File: src/rtl/mbinit_param_negotiator.sv
// MBINIT.PARAM exchange: send local config request, await the partner's
// response with timeout/retry, then negotiate and publish link parameters.
module mbinit_param_negotiator #(
    parameter int RATE_W      = 3,
    parameter int VSWING_W    = 5,
    parameter int MAX_RETRY   = 2,
    parameter int TIMEOUT_CYC = 8000,
    parameter int TO_W        = 16
) (
    input  logic                CLK,
    input  logic                rst_n,
    input  logic                i_start_en,
    input  logic                i_busy_sideband,
    input  logic                i_falling_edge_busy,
    input  logic [3:0]          i_rx_msg,
    input  logic                i_msg_valid,
    input  logic [RATE_W-1:0]   i_rx_max_rate,
    input  logic                i_rx_clock_mode,
    input  logic                i_rx_phase_clock,
    input  logic [VSWING_W-1:0] i_local_vswing,
    input  logic [RATE_W-1:0]   i_local_max_rate,
    input  logic                i_local_clock_mode,
    input  logic                i_local_phase_clock,
    output logic [3:0]          o_tx_msg,
    output logic                o_tx_valid,
    output logic [VSWING_W-1:0] o_tx_vswing,
    output logic [RATE_W-1:0]   o_tx_max_rate,
    output logic                o_tx_clock_mode,
    output logic                o_tx_phase_clock,
    output logic [RATE_W-1:0]   o_final_max_rate,
    output logic                o_final_clock_mode,
    output logic                o_final_phase_clock,
    output logic                o_done,
    output logic                o_train_error_req,
    output logic [1:0]          o_retry_cnt
);

    typedef enum logic [2:0] {
        S_IDLE, S_ARM, S_REQ, S_WAIT, S_CHECK, S_DONE, S_ERROR
    } state_t;

    localparam logic [TO_W-1:0] TO_LAST = TO_W'(TIMEOUT_CYC - 1);
    localparam logic [7:0]      RMAX    = 8'(MAX_RETRY);

    state_t              state, nxt;
    logic [TO_W-1:0]     timer;
    logic [7:0]          retry_cnt, retry_nxt;
    logic [RATE_W-1:0]   cap_rate;
    logic                cap_mode, cap_phase;
    logic                resp_hit, to_hit, chk_ok;

    assign resp_hit = i_msg_valid && (i_rx_msg == 4'b0010);
    assign to_hit   = (timer == TO_LAST);
    assign chk_ok   = (cap_rate != '0) && (cap_rate <= i_local_max_rate)
                      && (cap_mode == i_local_clock_mode);

    always_comb begin
        nxt       = state;
        retry_nxt = retry_cnt;
        if (!i_start_en) begin
            nxt       = S_IDLE;
            retry_nxt = '0;
        end else begin
            case (state)
                S_IDLE: begin
                    nxt       = S_ARM;
                    retry_nxt = '0;
                end
                S_ARM:   if (!i_busy_sideband) nxt = S_REQ;
                S_REQ:   if (i_falling_edge_busy) nxt = S_WAIT;
                S_WAIT: begin
                    // A response arriving on the timeout cycle takes priority
                    if (resp_hit) begin
                        nxt = S_CHECK;
                    end else if (to_hit) begin
                        if (retry_cnt < RMAX) begin
                            retry_nxt = retry_cnt + 8'd1;
                            nxt       = S_ARM;
                        end else begin
                            nxt = S_ERROR;
                        end
                    end
                end
                S_CHECK: nxt = chk_ok ? S_DONE : S_ERROR;
                S_DONE:  nxt = S_DONE;
                S_ERROR: nxt = S_ERROR;
                default: nxt = S_IDLE;
            endcase
        end
    end

    always_ff @(posedge CLK or negedge rst_n) begin
        if (!rst_n) begin
            state      <= S_IDLE;
            timer      <= '0;
            retry_cnt  <= '0;
            cap_rate   <= '0;
            cap_mode   <= 1'b0;
            cap_phase  <= 1'b0;
        end else begin
            state     <= nxt;
            retry_cnt <= retry_nxt;
            if (state == S_WAIT && nxt == S_WAIT)
                timer <= timer + TO_W'(1);
            else
                timer <= '0;
            if (state == S_WAIT && resp_hit && i_start_en) begin
                cap_rate  <= i_rx_max_rate;
                cap_mode  <= i_rx_clock_mode;
                cap_phase <= i_rx_phase_clock;
            end
        end
    end

    // Outputs are registered from the next state
    always_ff @(posedge CLK or negedge rst_n) begin
        if (!rst_n) begin
            o_tx_msg            <= '0;
            o_tx_valid          <= 1'b0;
            o_tx_vswing         <= '0;
            o_tx_max_rate       <= '0;
            o_tx_clock_mode     <= 1'b0;
            o_tx_phase_clock    <= 1'b0;
            o_final_max_rate    <= '0;
            o_final_clock_mode  <= 1'b0;
            o_final_phase_clock <= 1'b0;
            o_done              <= 1'b0;
            o_train_error_req   <= 1'b0;
            o_retry_cnt         <= '0;
        end else begin
            o_tx_valid       <= (nxt == S_REQ);
            o_tx_msg         <= (nxt == S_REQ) ? 4'b0001 : 4'b0000;
            o_tx_vswing      <= (nxt == S_REQ) ? i_local_vswing : '0;
            o_tx_max_rate    <= (nxt == S_REQ) ? i_local_max_rate : '0;
            o_tx_clock_mode  <= (nxt == S_REQ) && i_local_clock_mode;
            o_tx_phase_clock <= (nxt == S_REQ) && i_local_phase_clock;
            o_done           <= (nxt == S_DONE);
            o_train_error_req <= (nxt == S_ERROR) && (state != S_ERROR);
            if (nxt == S_IDLE)
                o_retry_cnt <= '0;
            else
                o_retry_cnt <= (retry_nxt > 8'd3) ? 2'd3 : retry_nxt[1:0];
            // Final parameters change only on leaving CHECK
            if (state == S_CHECK && i_start_en) begin
                o_final_max_rate    <= chk_ok ? cap_rate : '0;
                o_final_clock_mode  <= chk_ok && cap_mode;
                o_final_phase_clock <= chk_ok && cap_phase;
            end
        end
    end

endmodule

File: config.mk
export PLATFORM = sky130hd
export DESIGN_NAME = mbinit_param_negotiator
export DESIGN_NICKNAME = d
export VERILOG_FILES = /design/src/rtl/mbinit_param_negotiator.sv
export SDC_FILE = /design/constraint.sdc
export NUM_CORES = 1
export LEC_CHECK = 0
export BUFFER_PORTS_ARGS = -buffer_cell sky130_fd_sc_hd__buf_2
export CORE_UTILIZATION = 25
export DETAILED_ROUTE_END_ITERATION = 8
export PLACE_DENSITY = 0.41
export SLEW_MARGIN = 20
export SYNTH_ARGS = -nofsm -noshare
export SYNTH_HDL_FRONTEND = slang
export SYNTH_SLANG_ARGS = --single-unit
File: constraint.sdc
create_clock -name CLK -period 2.8 [get_ports CLK]
set_input_delay 0.42 -clock CLK [delete_from_list [all_inputs] [get_ports CLK]]
set_output_delay 0.42 -clock CLK [all_outputs]
set_load 0.02 [all_outputs]
==> impl_metrics.toml <==
[status]
status = "finished, final reports clean"

[timing]
setup_ws_ns = 0.476
drv_slew = 0
clock_skew_ns = 0.0104
tns_ns = 0
setup_viol = 0
fin_crit_ns = 2.32
rsz0062_at_grt = "false"
post-route-period-util_pct = 83.0
slew_headroom_pct = 47.5
finalHoldViolCount = 0
whs_ns = 0.124
tightest_slew_ns = 0.781
fmax_mhz = 430

[synthesis]
yosys_warnings = 0
seq_area_frac_synth_pct = 53.9
synthCells = 235
ys.flop_type = "dfrtp_1"
avgSynthCellArea_um2 = 10.3
ys_seq_elements = 52
synth_edf_count = 0
async_reset_ff_share_pct = 100
synth_cell_types = 41
syn_area_mm2 = 0.00241

[floorplanning]
fp.coreArea_mm2 = 0.00928
num_rows = 35
die_w_um = 100
initial_core_util_pct = 26.0
die_y_um = 100
die-area_mm2 = 0.0101
io-pin-count = 49

[placed_design]
gp_congestion = 0.713
io_buffers = 45
dp.cells = 406
hpwlAfterDp_mm = 3.93
pre_cts_slack_ns = 0.466

[clock_network]
clock-root-buffer = "clkbuf_8"
cts_buffer_depth = 2
cts_tree = "yes"
htree_levels = 2
path_clk_slew_ns = 0.10
numCtsBuffers = 5
postCtsSetupRepairBufs = 0
clkSinkCount = 52
cts_resized = 0
clock_latency_ns = 0.31
hold_buffers = 0

[global_route]
grt_max_degree = 28
antenna_found_initial = 0
grt_pass1_vias = 1708
grt_use_total_pct = 11.2
grt_pass1_wl_mm = 8.71
grt.overflow.total = 0

[routing]
dr.pass1.iters = 4
avgViaCountPerCell = 4.27
drc = 0
vias = 1766
drt_first_iter_violations = 33
ant_nets = 0
wl_per_cell_um = 12.8
drt_wl_total_mm = 5.28

[setup_path]
r2r-start = "timer[6]$_DFF_PN0_"
critPathKind = "reg -> reg"
required_ns = 3.03
r2r_end = "o_done$_DFF_PN0_"
reg2reg_depth = 5
start_kind = "flop"
cp_max_fo = 4
crit_path_end_kind = "flop"
reg2reg_slack_ns = 0.48
cp_data_arrival_time_ns = 2.56

[power_and_ir_drop]
cellLeakagePower_nw = 1.43
finalPower_mw = 1.45
power.density_mw_per_mm2 = 496
ir_drop_mv = 0.210

[layout]
num-nets-final = 314
final_common_cell = "dfrtp_1"
most-common-layout-cells = "52 x dfrtp_1, 45 x buf_2, 25 x nor2_1, 20 x nand2_1"
seq_area_mm2 = 0.00130
finalNonFillerCells = 414
areaGrowthSynthToFinish_pct = 20.8
nFillCells = 976
insertedDiodeCount = 0
multiInputGateArea_mm2 = 0.00101
drive_gt1_share_pct = 23.9

[hold_path]
min_path_type = "in -> async"

[job]
drv_cap = 0
-- sequential cells by signal, indices dropped and copies added (netlist names) --
name	count
cap_mode	1
cap_phase	1
cap_rate	3
o_done	1
o_final_clock_mode	1
o_final_max_rate	3
o_final_phase_clock	1
o_retry_cnt	2
o_train_error_req	1
o_tx_clock_mode	1
o_tx_max_rate	3
o_tx_msg	1
o_tx_phase_clock	1
o_tx_vswing	5
retry_cnt	8
state	3
timer	16
-- worst max-delay path, stage by stage, from the launching register on --
cell	delay, ns
dfrtp_1	0.42
or4_4	0.54
or4_4	0.44
or3_1	0.39
a211o_1	0.28
nor3b_2	0.17
-- through the flow --
stage	utilization, %	instance area, um2
final	31.4	2920
after global placement	30.2	2810
after global routing	31.4	2920
after floorplan	-	2420
after CTS	31.4	2920
after detailed placement	30.2	2810
-- power breakdown --
part           internal, mW  switching [mW]  total, mW
Clock                 0.265           0.262      0.527
Sequential            0.765          0.0145      0.779
Combinational        0.0533          0.0875      0.141
Total                  1.08           0.364       1.45
-- synth_stat cells, drive strengths merged, types with 2 or more instances --
cell	n	area (um2)
dfrtp	52	1300
nor2	25	93.8
nand2	20	75.1
inv	16	60.1
nor3	16	80.1
nand3	13	65.1
xor2	11	96.3
and2	7	43.8
clkbuf	6	22.5
nor4	6	43.8
xnor2	6	52.6
ha	5	62.6
buf	4	30.0
mux2	4	45.0
o21ai	4	20.0
a211o	3	26.3
a22o	3	26.3
a31oi	3	18.8
nor2b	3	18.8
or3	3	18.8
a32o	2	20.0
and3	2	12.5
and4	2	17.5
nand2b	2	12.5
nor3b	2	20.0
or4	2	22.5
-- cell type report --
type                       count  area share, %
multi-input combinational    159           34.5
inverter                      16           2.06
timing repair buffer          50           9.44
clock buffer                   5           2.36
sequential                    52           44.6
clock inverter                 3           1.46
tap                          129           5.53
-- metal layers --
metal | track usage [%] | share of wire [%] | vias to the layer above
met4 | 3.01 | 0.91 | 0
met5 | 0 | 0 | -
met2 | 17.9 | 46 | 38
met3 | 2.65 | 4.3 | 5
li1 | - | - | 900
met1 | 15.3 | 49 | 823
-- how the worst max path moves through the flow --
stage | from | slack [ns] | endpoint | cells past startpoint
final | timer[6]$_DFF_PN0_ | 0.48 | o_done$_DFF_PN0_ | 5
after global routing | timer[6]$_DFF_PN0_ | 0.24 | o_train_error_req$_DFF_PN0_ | 5
after CTS | timer[6]$_DFF_PN0_ | 0.45 | state[1]$_DFF_PN0_ | 5
after detailed placement | timer[6]$_DFF_PN0_ | 0.47 | o_done$_DFF_PN0_ | 5
after global placement | timer[6]$_DFF_PN0_ | 0.50 | state[1]$_DFF_PN0_ | 5
after floorplan | timer[6]$_DFF_PN0_ | 0.56 | state[1]$_DFF_PN0_ | 5
-- cell families (layout without fill, tap and decap cells) --
family	Yosys count	after routing	share of synthesized area, %
AO/OA/AOI/OAI	22	22	7.26
XOR/XNOR	17	17	6.17
flip-flops	52	52	53.9
multiplexers	5	5	2.28
buffers and inverters	26	74	4.67
other	1	3	0.155
adder cells (fa/ha/maj)	5	5	2.59
AND/OR/NAND/NOR	107	107	23.0
(Power assumes the default switching activity.)
